$ cat config.mk
export PLATFORM = sky130hd
export DESIGN_NAME = step_classifier
export DESIGN_NICKNAME = d
export VERILOG_FILES = /design/src/rtl/counter_pkg.sv /design/src/rtl/count_seq_checker_step_classifier.sv
export SDC_FILE = /design/constraint.sdc
export NUM_CORES = 1
export LEC_CHECK = 0
export CAP_MARGIN = 20
export CORE_AREA = 2 2 39 41
export DETAILED_ROUTE_END_ITERATION = 8
export DIE_AREA = 0 0 41 43
export GPL_TIMING_DRIVEN = 0
export PLACE_DENSITY = 0.37
export SETUP_SLACK_MARGIN = 0.1
export SYNTH_ARGS = -nofsm -noshare
export SYNTH_HDL_FRONTEND = slang
export SYNTH_SLANG_ARGS = --single-unit
$ cat constraint.sdc
create_clock -name vclk -period 2
set_input_delay 0.3 -clock vclk [all_inputs]
set_output_delay 0.3 -clock vclk [all_outputs]
set_load 0.05 [all_outputs]
$ cat src/rtl/counter_pkg.sv
// Shared types for the count sequence checker.
// Holds FSM state codes, step classes and default widths.
package counter_pkg;

  localparam int DEF_WIDTH = 3;
  localparam int DEF_ERR_W = 8;
  localparam int DEF_LAP_W = 8;

  typedef enum logic [1:0] {
    ST_IDLE      = 2'd0,
    ST_ACQ       = 2'd1,
    ST_LOCK_UP   = 2'd2,
    ST_LOCK_DOWN = 2'd3
  } state_e;

  typedef enum logic [1:0] {
    STEP_UP   = 2'd0,
    STEP_DOWN = 2'd1,
    STEP_HOLD = 2'd2,
    STEP_BAD  = 2'd3
  } step_e;

endpackage

$ cat src/rtl/count_seq_checker_step_classifier.sv
// Combinational step classifier: (count_i - prev_i) mod 2^WIDTH.
// Ports: prev_i, count_i in; class_o (UP/DOWN/HOLD/BAD) out.
module step_classifier
  import counter_pkg::*;
#(
  parameter int WIDTH = DEF_WIDTH
) (
  input  logic [WIDTH-1:0] prev_i,
  input  logic [WIDTH-1:0] count_i,
  output step_e            class_o
);

  localparam logic [WIDTH-1:0] ONE = WIDTH'(1);
  localparam logic [WIDTH-1:0] ALL = {WIDTH{1'b1}};

  logic [WIDTH-1:0] step;

  // Natural WIDTH-bit truncation gives the modulo.
  assign step = count_i - prev_i;

  always_comb begin
    class_o = STEP_BAD;
    if (step == ONE) begin
      class_o = STEP_UP;
    end else if (step == ALL) begin
      class_o = STEP_DOWN;
    end else if (step == '0) begin
      class_o = STEP_HOLD;
    end
  end

endmodule

# Yosys cells after proc, flatten, opt, wreduce, memory -nomap -nowiden
# Index checks and enable logic that the tools add are counted.
dict set report totals {
  reg_bits 0
  wordCells 7
}
dict set report classes {
  addsub 1
  eq_ne 2
  muxes 3
  reduce_logical 1
}
# op count
set op_table {}
lappend op_table {{two-way mux 2 bit} 2}
lappend op_table {{== test 3 x 1 -> 1 bit, second input constant} 1}
lappend op_table {{== test 3 bit, second input constant} 1}
lappend op_table {{zero test 3 bit} 1}
lappend op_table {{subtractor 3 bit} 1}
lappend op_table {{two-way mux 1 bit} 1}

# Logic depth before layout (Yosys ltp)
# Gate-level depths: netlist of the first run.
dict set report logic_depth {
  word_depth 5
  depth_mapped 6
  depth_no_buf 6
}

# Worst setup path before layout of the first run
# OpenSTA, ideal clock, no wires.
dict set report synth_path {
  kind {input-to-output}
  from {in count_i[0]}
  to {out class_o[0]}
  t_arrival_ns 1.761
  required_ns 1.700
  slack_ns -0.061
  cell_stages 6
  path_buffers 0
  path_cell_list {inv_1 -> ha_1 -> fa_1 -> xor2_2 -> and2_2 -> o21ai_2}
}
dict set report synth_via {
  elab_chain_cells 5
  word_cells_on_any_way 7
  classes_between {add/sub (1); eq/ne (2); mux (3); reduce/logical (1)}
}
# element line_no
set synth_lines {}
lappend synth_lines {{from (decl)} count_seq_checker_step_classifier.sv:9} ;# input logic [WIDTH-1:0] count_i,
lappend synth_lines {{subtractor 3 bit (*)} count_seq_checker_step_classifier.sv:19} ;# assign step = count_i - prev_i;
lappend synth_lines {{zero test 3 bit} count_seq_checker_step_classifier.sv:27} ;# end else if (step == '0) begin
lappend synth_lines {{two-way mux 1 bit} count_seq_checker_step_classifier.sv:27}
lappend synth_lines {{two-way mux 2 bit} count_seq_checker_step_classifier.sv:25} ;# end else if (step == ALL) begin
lappend synth_lines {{two-way mux 2 bit (*)} count_seq_checker_step_classifier.sv:23} ;# if (step == ONE) begin
lappend synth_lines {{to (decl)} count_seq_checker_step_classifier.sv:10} ;# output step_e class_o
# Mark *: on every way between the ends. The rest lies on a longest branch, timed or not.

# Worst setup path in the final report of the first run
dict set report layout_path {
  from {in count_i[0]}
  to {out class_o[1]}
}
dict set report layout_via {
  elab_chain_cells 4
  word_cells_on_any_way 5
  classes_between {add/sub (1); eq/ne (2); mux (2)}
}
# element line_no
set layout_lines {}
lappend layout_lines {{subtractor 3 bit (*)} count_seq_checker_step_classifier.sv:19}
lappend layout_lines {{== test 3 bit} count_seq_checker_step_classifier.sv:25}
lappend layout_lines {{two-way mux 2 bit} count_seq_checker_step_classifier.sv:25}
lappend layout_lines {{two-way mux 2 bit (*)} count_seq_checker_step_classifier.sv:23}
# Marks and branches as above.

==> metrics.txt, run 1 <==
outcome finished, final reports clean; most frequent cells in the layout 3 x buf_6, 2 x clkdlybuf4s50_1; endpoints failing hold 0; Gate Count Post-Synth 11; Power Total about 0.11 mW; Hold Path Class in2out; Core Area between 1000 and 1500 µm²; Pins Over Slew Limit 0; Net Switching 0.0567 mW; total grt overflow 0; Reg power frac 0%; Syn-to-layout area delta 143%; drt wl/cell 6.64 µm; Post-Layout Cell Count 36; Hold Path End class_o[1]; global-route wire length before repair just over 400 µm; Worst Setup End Kind output pin; # rows 14; largest family of logic cells by synthesized area XOR/XNOR gates; Top Family by Delay on Critical Path adder cells; n_diodes 0; final setup vio count 0; Power Dens Cells 460 nW/µm²; drt via density 2.81; placed cell count 35; Die ar. 1760 µm²; sequential fraction of the synthesis area 0%; Clk pwr share 0%; CP required 1700 ps; crit start category input pin; Crit-path slowest cell fa_2; post-route design area 243 µm²; Die Wd 41 µm; Mapped Area 100 µm²; post-synth top area share 20.0%; GPL Wtd Cong roughly 0.57; largest net degree at the start of global routing 4; VDD IR max 210 µV; GRT Util Overall 3.21%; ANT nets after route 0; Least-Margin Pin Slew 189 ps; commonest non-fill, non-tap cell in the layout buf_6; FF+latch count 0; Port Buffer Count 8; final-layout clock buffer total 0; CP Max Fanout 2; YS warnings 0; cell taking the most area after synthesis fa_1; Mapped Avg Cell Area 9.10 µm²; Top Ports 8; crit-path cells buf_6 -> inv_4 -> ha_4 -> fa_2 -> xnor2_2 -> xnor2_1 -> nand2b_2 -> buf_8; NumNets Final 30; WL final 239 µm; vias in the first global route 94; period utilisation layout a little over nine tenths; P_leak between 0.09 and 0.1 nW; crit-path max cell delay 550 ps; Initial Util about 7.2%; worst slew margin relative to its limit 87.4%; Final Critical Period 1920 ps; simple-gate portion of the synthesized area 17.5%; share of post-route cells with drive strength above 1 80.0%; post-synthesis xor/xnor area fraction 33.8%; initial DRC count 3; library cells used by synthesis 9; drt drc 0; Net Count, Synth 19; crit path DAT 1620 ps; unrepaired setup endpoints after global routing yes; logic gate share of total power 100.0%; fmax 522 MHz; FF+latch area 0 µm²; mux cell area share after synthesis 0%; dpl cell area between 200 and 250 µm²; internal power 0.0550 mW; Hold Path Stages 4; antenna violations before repair 0; Synth area leaders fa_1 20%, xnor2_1 18%, xor2_2 16%; worst path bufs/invs 3; WS Path Type in2out; fin util 17.5%; switching share of power around 50%; hold buffer count at CTS 0; Post-Synth Adder-Cell Area 32.5%; Max Cap Violations 0; Compound-Gate Fraction of Synth Area 8.75%; Pre-antenna DRT Iters 2; vias after detailed routing 101; Hold Startpoint prev_i[0]; Vert. Die Dim 43 µm
logic make-up after synthesis:
logic type,count (synthesis)
AO/OA/AOI/OAI,1
XOR/XNOR,3
adder cells (fa/ha/maj),2
buffers and inverters,2
AND/OR/NAND/NOR,3
cell type report:
cell class                      instances  area (µm²)
Fill cell                             150        1140
Inverter                                2        10.0
Timing Repair Buffer                    9        86.3
Multi-Input combinational cell          9         126
Tap cell                               16        20.0
layer usage:
layer / routed length (µm) / GRT usage [%] / up-vias
met5: 0 / 0 / -
met3: 47 / 0.524 / 0
met2: 73 / 3.44 / 8
li1: - / - / 50
met4: 0 / 0 / 0
met1: 119 / 6.41 / 43
Yosys cell counts:
library cell / n
and2_2: 1
nand2b_1: 1
fa_1: 1
o21ai_2: 1
xnor2_1: 2
xor2_2: 1
nor2_1: 1
inv_1: 2
ha_1: 1
power by group through the flow:
stage	clock network [mW]	logic, mW	registers, mW
after floorplan	0	0.0626	0
after global placement	0	0.0920	0
after detailed placement	0	0.0928	0
after CTS	0	0.114	0
after global routing	0	0.118	0
final	0	0.112	0
per-stage QoR:
step	hold slack [ps]	worst slack, ps	setup TNS, ps
after CTS	1040	70.1	0
after global routing	1060	36.3	0
final	1040	83.5	0
after detailed placement	2020	-1060	-2040
after global placement	2010	-1030	-1980
after floorplan	866	51.7	0
worst max path at each step:
stage	slack [ps]	cells past startpoint	endpoint	start
after floorplan	50	6	class_o[0]	count_i[0]
after global placement	-1030	8	class_o[0]	count_i[0]
after detailed placement	-1060	8	class_o[0]	count_i[0]
after CTS	70	8	class_o[1]	count_i[0]
after global routing	40	8	class_o[1]	count_i[0]
final	80	8	class_o[1]	count_i[0]
timing repair:
item / 4_1_cts / 5_1_grt
pin swaps: 4 / 5
resized for setup: 35 / 3
endpoints found under the hold margin: 0 / 0
gates cloned: 0 / 0
endpoints found under the setup margin: 2 / 2
setup buffers: 1 / 0
Note: power is estimated with default switching activity, not from simulation.
==> run 2: changes to the inputs <==
- MAX_ROUTING_LAYER: unset -> met4
- PLACE_DENSITY: 0.37 -> 0.31
==> run 2 against run 1 <==
Sequential cell count is the same; largest cell class unchanged; highest routed layer unchanged; fmax grew 0.80%; setup slack gained 15 ps; sequential share of layout area is the same; cell count is the same; non-clock buffer count is the same; clock-buffer cell count is the same; via count shrank 0.99%; die area is the same; combinational power is essentially flat; power grew 0.23%; first-iteration DRC count shrank 100%.
==> metrics.txt, run 2 (same netlist as run 1, synthesis figures left out) <==
GRT Util Overall under 10%; VDD IR max ~180 µV; Worst Setup End Kind output pin; GPL Wtd Cong 0.588; initial DRC count 0; Setup TNS 0 ps; commonest non-fill, non-tap cell in the layout buf_6; Hold Path Class in2out; WS Path Type in2out; hold buffer count at CTS 0; Syn-to-layout area delta 154%; share of post-route cells with drive strength above 1 70.0%; placed cell count 35; ANT nets after route 0; vias in the first global route 98; Die ar. 1760 µm²; Pins Over Slew Limit 0; Fill cells 155; Initial Util just over 7%; area of the multi-input gates 126 µm²; Post-Layout Cell Count 36; drt wl/cell around 6.8 µm; Least-Margin Pin Slew 196 ps; global-route wire length before repair roughly 390 µm; unrepaired setup endpoints after global routing yes; drt drc 0; period utilisation layout 95.1%; crit path DAT 1600 ps; drt via density 2.78; NumNets Final 30; worst slew margin relative to its limit 86.9%; FF+latch count 0; Power Dens Cells 441 nW/µm²; WL final 243 µm; Vert. Die Dim approximately 43 µm; Top Ports 8; final setup vio count 0; most frequent cells in the layout 3 x buf_6, 2 x clkdlybuf4s50_1; P_leak 0.0994 nW; # rows 14; n_diodes 0; largest net degree at the start of global routing 4; Die Wd 41 µm; CP Max Fanout 2; Final Critical Period approximately 1900 ps; Port Buffer Count 8; CP required around 1700 ps; Max Cap Violations 0; total grt overflow 0; fmax 526 MHz; Core Area 1380 µm²; antenna violations before repair 0; FF+latch area 0 µm²; Pre-antenna DRT Iters 1; crit start category input pin; vias after detailed routing 100; final-layout clock buffer total 0; endpoints failing hold 0; outcome finished, final reports clean
run 2: area by class of cell:
cell class,count,area share (%)
multi-input cells,9,49.8
repair buffers,9,38.4
inverters,2,3.94
well taps,16,7.88
run 2: timing repair:
| action | CTS | global route |
|---|---|---|
| setup buffers | 1 | 0 |
| endpoints found under the setup margin | 2 | 2 |
| resized for setup | 36 | 0 |
| hold endpoints to repair | 0 | 0 |
| pin swaps | 4 | 3 |
| cloned | 0 | 0 |
run 2: worst max-delay path, stage by stage:
cell      delay [ps]
buf_6             70
inv_4             30
ha_4             140
fa_2             550
xnor2_2          120
xnor2_1          150
nand2b_2          90
buf_8            150
run 2: final timing paths:
path,from,end,slack (ps),depth (start not counted)
worst max-delay path,count_i[0],class_o[1],100,8
worst min-delay path,prev_i[0],class_o[1],1030,4
run 2: power by group:
group / internal, mW / total [mW] / switching (mW) / leakage (nW)
Combinational: 0.0563 / 0.112 / 0.0557 / 0.0994
Sequential: 0 / 0 / 0 / 0
Clock: 0 / 0 / 0 / 0
Total: 0.0563 / 0.112 / 0.0557 / 0.0994
run 2: layer usage:
layer / wire length, µm / global-route usage, % / up-vias
met5: 0 / - / -
li1: - / - / 50
met2: 93 / 4.38 / 8
met1: 99 / 4.49 / 42
met4: 0 / 0 / 0
met3: 50 / 1.05 / 0
run 2: stage by stage:
step,worst slack [ps],utilization (%),instance area [µm²],hold slack [ps],power (mW)
after floorplan,51.7,-,110,866,0.0626
after global placement,-1050,15.2,210,2010,0.0933
after detailed placement,-1050,15.2,210,2010,0.0924
after CTS,69.9,18.4,254,1040,0.114
after global routing,46.5,18.4,254,1050,0.119
final,98.6,18.4,254,1030,0.112
